[src/rtl/hazard_control_unit.sv]
// Load-use / memory-wait stall controller for the 5-stage pipeline; drives PC, IF/ID, ID/EX and pipe-hold controls.
// Zero-latency combinational outputs from state and inputs; multi-bubble and memory-wait sequencing is held in state.
module hazard_control_unit #(
   parameter int REG_ADDR_W      = 5,
   parameter int LOAD_USE_STALLS = 1,
   parameter int PERF_W          = 16
) (
   input  logic                  clk,
   input  logic                  reset,
   input  logic                  branch_taken_id,
   input  logic                  jump_id,
   input  logic                  mem_read_ex,
   input  logic [REG_ADDR_W-1:0] rt_ex,
   input  logic [REG_ADDR_W-1:0] rs_id,
   input  logic [REG_ADDR_W-1:0] rt_id,
   input  logic                  uses_rs_id,
   input  logic                  uses_rt_id,
   input  logic                  mem_req_mem,
   input  logic                  mem_ready,
   output logic                  pc_write,
   output logic                  if_id_write,
   output logic                  id_ex_bubble,
   output logic                  if_id_flush,
   output logic                  pipe_hold,
   output logic [PERF_W-1:0]     stall_cycles
);

   typedef enum logic [1:0] {RUN, LU_STALL, MEM_WAIT} state_t;

   localparam bit                MULTI_BUBBLE = (LOAD_USE_STALLS > 1);
   localparam logic [3:0]        LU_RELOAD    = 4'(LOAD_USE_STALLS - 1);
   localparam logic [PERF_W-1:0] PERF_ONE     = {{(PERF_W-1){1'b0}}, 1'b1};
   localparam logic [PERF_W-1:0] PERF_MAX     = {PERF_W{1'b1}};

   state_t            state_q, state_d;
   logic [3:0]        cnt_q, cnt_d;
   logic [PERF_W-1:0] stall_cycles_q, stall_cycles_d;

   logic hz, mw;
   logic pc_write_c, if_id_write_c, bubble_c, hold_c;

   assign hz = mem_read_ex && (rt_ex != '0) &&
               ((uses_rs_id && (rs_id == rt_ex)) || (uses_rt_id && (rt_id == rt_ex)));
   assign mw = mem_req_mem && !mem_ready;

   always_comb begin
      state_d       = state_q;
      cnt_d         = cnt_q;
      pc_write_c    = 1'b1;
      if_id_write_c = 1'b1;
      bubble_c      = 1'b0;
      hold_c        = 1'b0;

      case (state_q)
         RUN: begin
            if (mw) begin
               hold_c  = 1'b1;
               state_d = MEM_WAIT;
            end else if (hz) begin
               bubble_c = 1'b1;
               if (MULTI_BUBBLE) begin
                  state_d = LU_STALL;
                  cnt_d   = LU_RELOAD;
               end
            end
         end
         LU_STALL: begin
            if (mw) begin
               hold_c  = 1'b1;
               state_d = MEM_WAIT;
            end else begin
               bubble_c = 1'b1;
               if (cnt_q <= 4'd1) begin
                  state_d = RUN;
                  cnt_d   = 4'd0;
               end else begin
                  cnt_d = cnt_q - 4'd1;
               end
            end
         end
         MEM_WAIT: begin
            if (mw) begin
               hold_c = 1'b1;
            end else if (cnt_q != 4'd0) begin
               // Pending bubbles resume after the release cycle, which itself obeys RUN rules.
               state_d  = LU_STALL;
               bubble_c = hz;
            end else if (hz) begin
               bubble_c = 1'b1;
               state_d  = MULTI_BUBBLE ? LU_STALL : RUN;
               if (MULTI_BUBBLE) begin
                  cnt_d = LU_RELOAD;
               end
            end else begin
               state_d = RUN;
            end
         end
         default: begin
            state_d = RUN;
            cnt_d   = 4'd0;
         end
      endcase

      if (hold_c || bubble_c) begin
         pc_write_c    = 1'b0;
         if_id_write_c = 1'b0;
      end
   end

   assign pc_write     = reset | pc_write_c;
   assign if_id_write  = reset | if_id_write_c;
   assign id_ex_bubble = !reset && bubble_c;
   assign pipe_hold    = !reset && hold_c;
   // Flush only on cycles the PC advances; a held branch stays in ID and is re-evaluated.
   assign if_id_flush  = !reset && pc_write_c && (branch_taken_id || jump_id);
   assign stall_cycles = stall_cycles_q;

   always_comb begin
      stall_cycles_d = stall_cycles_q;
      if (!pc_write_c && (stall_cycles_q != PERF_MAX)) begin
         stall_cycles_d = stall_cycles_q + PERF_ONE;
      end
   end

   always_ff @(posedge clk) begin
      if (reset) begin
         state_q        <= RUN;
         cnt_q          <= 4'd0;
         stall_cycles_q <= '0;
      end else begin
         state_q        <= state_d;
         cnt_q          <= cnt_d;
         stall_cycles_q <= stall_cycles_d;
      end
   end

endmodule

[config.mk]
export PLATFORM = sky130hd
export DESIGN_NAME = hazard_control_unit
export DESIGN_NICKNAME = d
export VERILOG_FILES = /design/src/rtl/hazard_control_unit.sv
export SDC_FILE = /design/constraint.sdc
export NUM_CORES = 1
export LEC_CHECK = 0
export BUFFER_PORTS_ARGS = -buffer_cell sky130_fd_sc_hd__buf_2
export CAP_MARGIN = 10
export CORE_AREA = 3 3 46 79
export DETAILED_ROUTE_END_ITERATION = 8
export DIE_AREA = 0 0 49 82
export PLACE_DENSITY = 0.7
export SLEW_MARGIN = 10
export SYNTH_ARGS = -nofsm -noshare
export SYNTH_HDL_FRONTEND = slang
export SYNTH_SLANG_ARGS = --single-unit
export TNS_END_PERCENT = 20
[constraint.sdc]
create_clock -name clk -period 1.69 [get_ports clk]
set_input_delay 0.0845 -clock clk [delete_from_list [all_inputs] [get_ports clk]]
set_output_delay 0.0845 -clock clk [all_outputs]
set_load 0.01 [all_outputs]
==> results_dict.tcl, run 1 <==
set metrics [dict create \
    fmax_ghz 0.568 \
    fin_nets 263 \
    leakage_uw 0.000781 \
    r2r-end "stall_cycles[11]" \
    netlist_area_um2 1350 \
    rr_worst_depth 6 \
    slowest_stage "dfxtp_4" \
    overflow 0 \
    die_area_um2 4020 \
    cp_max_fo 4 \
    power_density_nw_per_um2 529 \
    ys_dominant_reg_cell "dfxtp_1" \
    violations "setup timing" \
    grt_pass1_wl_mm 5.66 \
    numClockSinks 22 \
    cts_tree "done" \
    reg2reg_slack_ps -70 \
    status "complete, but fails checks" \
    drc 0 \
    cp.depth 6 \
    via_per_inst 5.26 \
    path_buf_inv 0 \
    syn_nets 195 \
    dp.final_hpwl_mm 2.68 \
    synthCells 167 \
    port_buffers 44 \
    crit_arrival_ps 1950 \
    antenna_cells 0 \
    postCtsHoldBufs 0 \
    setup_ws_ps -72.0 \
    hold_viol 0 \
    slowest_delay_ps 370 \
    antenna_found_initial 0 \
    pin_count 45 \
    first_global_vias 1364 \
    core-area_um2 3140 \
    reg2reg_from "stall_cycles[0]" \
    drive_gt1_share_pct 43.6 \
    yosysUniqueCellTypes 39 \
    setup.worst_path.start_class "flip-flop" \
    fin_total_pwr_uw 1040 \
    dieWidth_um 49 \
    cts_root_buf "clkbuf_8" \
    drt_wl_total_mm 3.39 \
    wl_per_cell_um 12.2 \
    drv_slew 0 \
    yosys_warnings 0 \
    vias 1458 \
    max_slew_margin_pct 63.2 \
    path_cells "ha_4 > and3_4 > a311oi_4 > nand4_1 > or3_1 > a21oi_1" \
    cts_buffers 3 \
    die_h_um 82 \
    instances_no_fill 277 \
    track_usage_pct 18.1 \
    path_class "reg2reg" \
    drv_cap 0 \
    synth.area.top_cells "dfxtp_1, xnor2_1, a21oi_1, nor2_1, or4_1" \
    ir_drop_v 0.000465 \
    drtIter0Drc 25 \
    syn_avg_cell_area_um2 8.05 \
    worstSetupEndpoint "stall_cycles[11]" \
    yosys.area.top_type "dfxtp_1" \
    synthMostInstantiatedCell "dfxtp_1" \
    final.period_utilization_pct 104 \
    min_period_ps 1760 \
    initial_core_util_pct 42.8 \
    worst_pin_slew_ps 553 \
    final.fill_count 314 \
    grt_max_degree 31 \
    synthArstFlopShare_pct 0 \
    synth_commonest_cells "dfxtp_1, nor2_1, a21oi_1, nand2_1, xnor2_1" \
    clk_latency_ps 260 \
    ant_nets 0 \
    regArea_um2 452 \
    required_ps 1880 \
    yosys.area.top_type_share_pct 32.7 \
    multi_input_area_um2 911 \
    synth_edf_count 0 \
    place_inst 269 \
    end_kind "flip-flop" \
    clockBufferDepth 2 \
    fin_worst_skew_ps 1.13 \
    dr.pass1.iters 4 \
    setup_viol 3 \
    area_growth_pct 46.0 \
    crit_family "simple AND/OR/NAND/NOR gates" \
    row_count 27 \
    rsz0062_at_grt "yes" \
    yosysSeqAreaShare_pct 32.7 \
    crit_path_start "stall_cycles[0]" \
    synth.ff_latch_count 22 \
    hp-class "in2reg" \
    clkTransAtPathRegs_ps 80 \
    gp_congestion 0.824 \
    cts_htree_levels 1 \
]
## registers in the layout, summed over array words and instances, names as in the netlist
signal        flops
cnt_q             4
stall_cycles     16
state_q           2
## worst min path at each step
stage	startpoint	endpoint	slack [ps]	cells past startpoint
2_1_floorplan	reset	stall_cycles[12]	300	2
3_3_place_gp	cnt_q[2]	cnt_q[2]	470	2
3_5_place_dp	cnt_q[2]	cnt_q[2]	480	2
4_1_cts	mem_ready	state_q[1]	260	5
5_1_grt	mem_ready	state_q[1]	290	5
6_report	mem_ready	state_q[1]	260	5
## cell type report
type	instances	share of cell area, %
Multi-Input combinational cell	128	46.4
Timing Repair Buffer	74	23.9
Sequential cell	22	23.0
Clock buffer	4	2.80
Tap cell	43	2.74
Inverter	6	1.15
## layout by cell type, fill, tap and decap left out, types with 2 or more instances in the layout
| master | instances |
|---|---|
| nor2b_1 | 4 |
| nand2_1 | 10 |
| nand4_1 | 7 |
| mux2_1 | 4 |
| nor3_1 | 5 |
| dfxtp_2 | 6 |
| o31ai_1 | 6 |
| buf_2 | 44 |
| buf_4 | 26 |
| or3_1 | 5 |
| a21oi_2 | 2 |
| xnor2_1 | 10 |
| and2_1 | 2 |
| or4_1 | 6 |
| clkbuf_8 | 4 |
| o21ai_0 | 7 |
| nand3_2 | 2 |
| ha_1 | 3 |
| a211oi_1 | 2 |
| a21oi_1 | 12 |
| nand3_1 | 5 |
| dfxtp_1 | 15 |
| inv_1 | 6 |
| o21a_1 | 2 |
| nor2_1 | 13 |
| buf_6 | 3 |
## timing repair
| action | in CTS | in global routing |
|---|---|---|
| setup buffers | 0 | 3 |
| cloned | 1 | 0 |
| endpoints found under the setup margin | 16 | 22 |
| endpoints found under the hold margin | 0 | 0 |
| pin swaps | 15 | 9 |
| resized for setup | 7 | 12 |
## stage by stage
stage | cell area [um^2] | hold slack (ps) | setup TNS, ps | setup WS [ps] | util, %
global route | 1960 | 292 | -810 | -109 | 62.5
global placement | 1810 | 474 | -941 | -147 | 57.6
CTS | 1900 | 259 | -170 | -76.4 | 60.5
finish | 1960 | 262 | -101 | -72.0 | 62.5
detailed placement | 1810 | 476 | -1520 | -176 | 57.6
floorplan | 1400 | 301 | -537 | -61.9 | -
## worst register-to-register path, stage by stage (launching register included)
cell,delay (ps)
dfxtp_4,370
ha_4,160
and3_4,200
a311oi_4,360
nand4_1,150
or3_1,330
a21oi_1,130
## cell families (layout without fill, tap and decap cells)
kind of cell | after synthesis | in the layout | share of synthesized area (%)
xor+xnor | 10 | 10 | 6.51
mux | 5 | 5 | 4.19
flops | 22 | 22 | 32.7
buf+inv | 17 | 84 | 5.77
fa+ha+maj | 4 | 4 | 3.72
compound gates | 39 | 39 | 19.0
simple gates | 70 | 70 | 28.1
## metal layers
metal / up-vias / track usage [%] / wire length (um)
met2: 24 / 37.9 / 1960
li1: 742 / - / -
met3: 5 / 2.00 / 99
met5: - / 0 / 0
met1: 687 / 16.9 / 1270
met4: 0 / 8.55 / 59
## power breakdown
part / internal [uW] / switching, uW
sequential: 522 / 4.97
combinational: 69.2 / 67.6
clock: 208 / 168
total: 798 / 241
Power figures use the tool's default switching activity.
==> run 2, diff against run 1 <==
- BUFFER_PORTS_ARGS: -buffer_cell sky130_fd_sc_hd__buf_2 -> -buffer_cell sky130_fd_sc_hd__buf_4
- TNS_END_PERCENT: 20 -> 1
==> run 2 against run 1 <==
The flow still finishes with violations (setup timing). Clock-buffer cell count stayed put. Critical endpoint is now stall_cycles[12]. Power rose by 1.8%. Via count increased by 2.1%. Critical path type unchanged.
==> results_dict.tcl, run 2 (synthesized netlist as in run 1, its figures left out) <==
set metrics [dict create \
    drv_slew 0 \
    overflow 0 \
    numClockSinks 22 \
    ant_nets 0 \
    setup_viol 5 \
    wl_per_cell_um 14.1 \
    largest_reg_flops 16 \
    area_growth_pct 48.7 \
    crit_top_cell "and4_4" \
    drv_cap 0 \
    grt_pass1_wl_mm 6.33 \
    power_density_nw_per_um2 529 \
    grt_max_degree 31 \
    gp_congestion 0.880 \
    setup.worst_path.start_class "flip-flop" \
    clockBufferDepth 2 \
    row_count 27 \
    whs_ps 207 \
    setup_ws_ps -33.9 \
    via_per_inst 5.45 \
    ir_drop_v 0.000477 \
    instances_no_fill 273 \
    dieWidth_um 49 \
    rsz0062_at_grt "yes" \
    final_cell_mix "buf_4, dfxtp_1, nor2_1" \
    cp_max_fo 6 \
    vias 1489 \
    power_frac_seq_pct 49.7 \
    path_buf_inv 1 \
    die_h_um 82 \
    utilization_pct 63.7 \
    p_int_uw 817 \
    cts_htree_levels 1 \
    antenna_found_initial 0 \
    regArea_um2 444 \
    hold_viol 0 \
    dp.final_hpwl_mm 2.99 \
    hp-class "in2reg" \
    switching_power_uw 241 \
    initial_core_util_pct 42.8 \
    pin_count 45 \
    clkTransAtPathRegs_ps 80 \
    multi_input_area_um2 886 \
    leakage_uw 0.000774 \
    switching_share_pct 22.8 \
    slowest_delay_ps 340 \
    crit_arrival_ps 1870 \
    crit_family "simple AND/OR/NAND/NOR gates" \
    place_ws_ps -163 \
    clk_latency_ps 250 \
    dr.pass1.iters 4 \
    track_usage_pct 19.8 \
    cts_buffers 3 \
    antenna_cells 0 \
    place_inst 267 \
    port_buffers 44 \
    pwr-share-clk_pct 35.2 \
    combPwrFrac_pct 15.0 \
    min_period_ps 1720 \
    drc 0 \
    cts_root_buf "clkbuf_8" \
    final_common_cell "buf_4" \
    core-area_um2 3140 \
    fin_total_pwr_uw 1060 \
    drive_gt1_share_pct 40.9 \
    violations "setup timing" \
    final.period_utilization_pct 102 \
    status "complete, but fails checks" \
    path_class "reg2reg" \
    slowest_stage "dfxtp_1" \
    drtIter0Drc 22 \
    required_ps 1840 \
    end_kind "flip-flop" \
    fin_worst_skew_ps 1.61 \
    max_slew_margin_pct 64.5 \
    first_global_vias 1477 \
    worst_pin_slew_ps 528 \
    fmax_ghz 0.580 \
    drt_wl_total_mm 3.84 \
    cts_tree "done" \
    fin_nets 259 \
    path_cells "and4_4 > and4_4 > nand3_1 > nor2_2 > buf_4 > nor3_1 > mux2_1" \
    die_area_um2 4020 \
    final.fill_count 287 \
]
run 2: cell types whose count changed in the layout (fill, tap and decap cells not counted), sizes merged:
cell	previous run	this run
buf	74	70
run 2: layout make-up:
type	count	share of cell area (%)
multi-input combinational	128	44.3
timing repair buffer	70	27.0
sequential	22	22.2
clock buffer	4	2.75
tap	43	2.69
inverter	6	1.13
run 2: power by group through the flow:
stage | sequential (uW) | clock, uW | combinational (uW)
2_1_floorplan | 540 | 0 | 73.2
3_3_place_gp | 537 | 0 | 150
3_5_place_dp | 537 | 0 | 156
4_1_cts | 525 | 380 | 156
5_1_grt | 527 | 407 | 173
6_report | 526 | 373 | 159
run 2: metrics by stage:
stage	setup TNS, ps	instance area [um^2]
2_1_floorplan	-897	1380
3_3_place_gp	-902	1880
3_5_place_dp	-1610	1880
4_1_cts	-244	1970
5_1_grt	-1170	2000
6_report	-97.0	2000
run 2: path summary, 6_finish.rpt:
kind                                       start                to  slack, ps  cells after the start
worst max register to register  stall_cycles[11]  stall_cycles[12]        -30                      7
worst min-delay path                       reset          cnt_q[1]        210                      2
worst min register to register          cnt_q[0]          cnt_q[0]        480                      1
worst max-delay path            stall_cycles[11]  stall_cycles[12]        -30                      7
run 2: what timing repair did:
| action | CTS | global route |
|---|---|---|
| hold endpoints to repair | 0 | 0 |
| setup buffers | 1 | 0 |
| hold buffers | 0 | 0 |
| resized for setup | 7 | 8 |
| setup endpoints to repair | 16 | 22 |
| gates cloned | 1 | 0 |
| pin swaps | 8 | 3 |
run 2: metal layers:
layer / wire [um] / vias up / share of wire, % / global-route usage, %
li1: - / 736 / - / -
met3: 93 / 6 / 2.4 / 2.54
met5: 0 / - / 0 / 0
met4: 50 / 0 / 1.3 / 7.12
met2: 2310 / 26 / 60 / 42.5
met1: 1380 / 721 / 36 / 18.4
==> run 3, diff against run 2 <==
- CORE_AREA: 3 3 46 79 -> 3 3 44 75
- DIE_AREA: 0 0 49 82 -> 0 0 47 78
- PLACE_DENSITY: 0.7 -> 0.88
- REMOVE_ABC_BUFFERS: default -> 1
- clock period: 1.69 -> 2 ns (I/O delays scaled with it)
==> run 3 against run 2 <==
The run now ends clean. Clock power down 13%. Largest power group unchanged. Combinational power down 19%. Clock-buffer cell count unchanged. Highest routed layer unchanged. Sequential share of layout area up 2.0 points. Final cell count down 11%. Sequential power down 16%. Clock skew up 1.2 ps. Setup slack better by 120 ps. Hold slack better by 2.2 ps. Critical path depth unchanged.
==> results_dict.tcl, run 3 (synthesized netlist as in run 1, its figures left out) <==
set metrics [dict create \
    ant_nets 0 \
    required_ps 2150 \
    die_area_um2 3670 \
    cts_buffers 3 \
    place_ws_ps 113 \
    min_period_ps 1910 \
    instances_no_fill 242 \
    fmax_ghz 0.523 \
    wl_per_cell_um 13.4 \
    grt_max_degree 31 \
    final.fill_count 228 \
    dr.pass1.iters 4 \
    status "complete, no violations" \
    end_kind "flip-flop" \
    vias 1404 \
    largest_reg_flops 16 \
    cts_setup_buffers 0 \
    cp_max_fo 20 \
    core-area_um2 2750 \
    hold_viol 0 \
    drc 0 \
    hold_start "reset" \
    port_buffers 44 \
    reg2reg_from "stall_cycles[11]" \
    cts_root_buf "clkbuf_8" \
    area_growth_pct 35.4 \
    via_per_inst 5.80 \
    clockBufferDepth 2 \
    cts_tree "done" \
    clk_latency_ps 260 \
    grt_pass1_wl_mm 5.47 \
    power_density_nw_per_um2 491 \
    place_inst 238 \
    track_usage_pct 19.2 \
    crit_path_start "stall_cycles[11]" \
    fin_nets 244 \
    postCtsHoldBufs 0 \
    drtIter0Drc 46 \
    setup.worst_path.start_class "flip-flop" \
    worst_pin_slew_ps 454 \
    row_count 25 \
    drv_cap 0 \
    dp.final_hpwl_mm 2.47 \
    path_class "reg2reg" \
    pin_count 45 \
    overflow 0 \
    whs_ps 209 \
    cts_htree_levels 1 \
    crit_arrival_ps 2060 \
    drv_slew 0 \
    fin_worst_skew_ps 2.81 \
    setup_viol 0 \
    dieWidth_um 47 \
    clkTransAtPathRegs_ps 80 \
    setup_ws_ps 88.2 \
    hp-class "in2reg" \
    final_common_cell "buf_4" \
    antenna_cells 0 \
    final.period_utilization_pct 95.6 \
    die_h_um 78 \
    drive_gt1_share_pct 30.2 \
    leakage_uw 0.000698 \
    max_slew_margin_pct 69.5 \
    gp_congestion 0.800 \
    final_cell_mix "buf_4, dfxtp_1, nor2_1" \
    initial_core_util_pct 48.9 \
    numClockSinks 22 \
    first_global_vias 1341 \
    setup_tns_ps 0 \
    ir_drop_v 0.000543 \
    drt_wl_total_mm 3.23 \
    rsz0062_at_grt "yes" \
    antenna_found_initial 0 \
]
==> run 3: final timing paths <==
kind	end	slack (ps)	cells past startpoint
setup reg to reg	stall_cycles[5]	90	7
hold reg to reg	cnt_q[2]	500	2
hold / removal	cnt_q[1]	210	2
setup / recovery	stall_cycles[5]	90	7
==> run 3: timing repair <==
action,4_1_cts,5_1_grt
endpoints found under the setup margin,0,2
resized for setup,0,2
hold endpoints to repair,0,0
==> run 3: power by group <==
part | internal (uW) | switching [uW]
combinational | 70.8 | 58.1
clock | 175 | 147
sequential | 441 | 2.14
total | 687 | 208
==> run 3: area by class of cell <==
class | instances | area, um^2 | area share [%]
Clock buffer | 4 | 55.1 | 3.02
Inverter | 6 | 22.5 | 1.24
Multi-Input combinational cell | 128 | 845 | 46.4
Sequential cell | 22 | 440 | 24.2
Tap cell | 27 | 33.8 | 1.85
Timing Repair Buffer | 55 | 425 | 23.4
==> run 3: routing by layer <==
metal	GRT usage (%)	vias up	share of wire (%)
met3	3.25	4	4.7
met2	35.0	42	55
li1	-	707	-
met5	0	-	0
met4	4.71	0	0.77
met1	21.5	651	39
==> run 3: through the flow <==
step	power [uW]	utilization [%]	instance area [um^2]
2_1_floorplan	503	-	1290
3_3_place_gp	579	63.5	1750
3_5_place_dp	582	63.5	1750
4_1_cts	897	65.5	1800
5_1_grt	930	66.2	1820
6_report	895	66.2	1820
==> run 3: critical path, cell delays in order, from the launching register on <==
cell and delay (ps):
dfxtp_1 320, and4_1 230, and4_1 260, nand3_1 100, nor2_1 40, buf_4 190, nor4_1 290, mux2_1 370
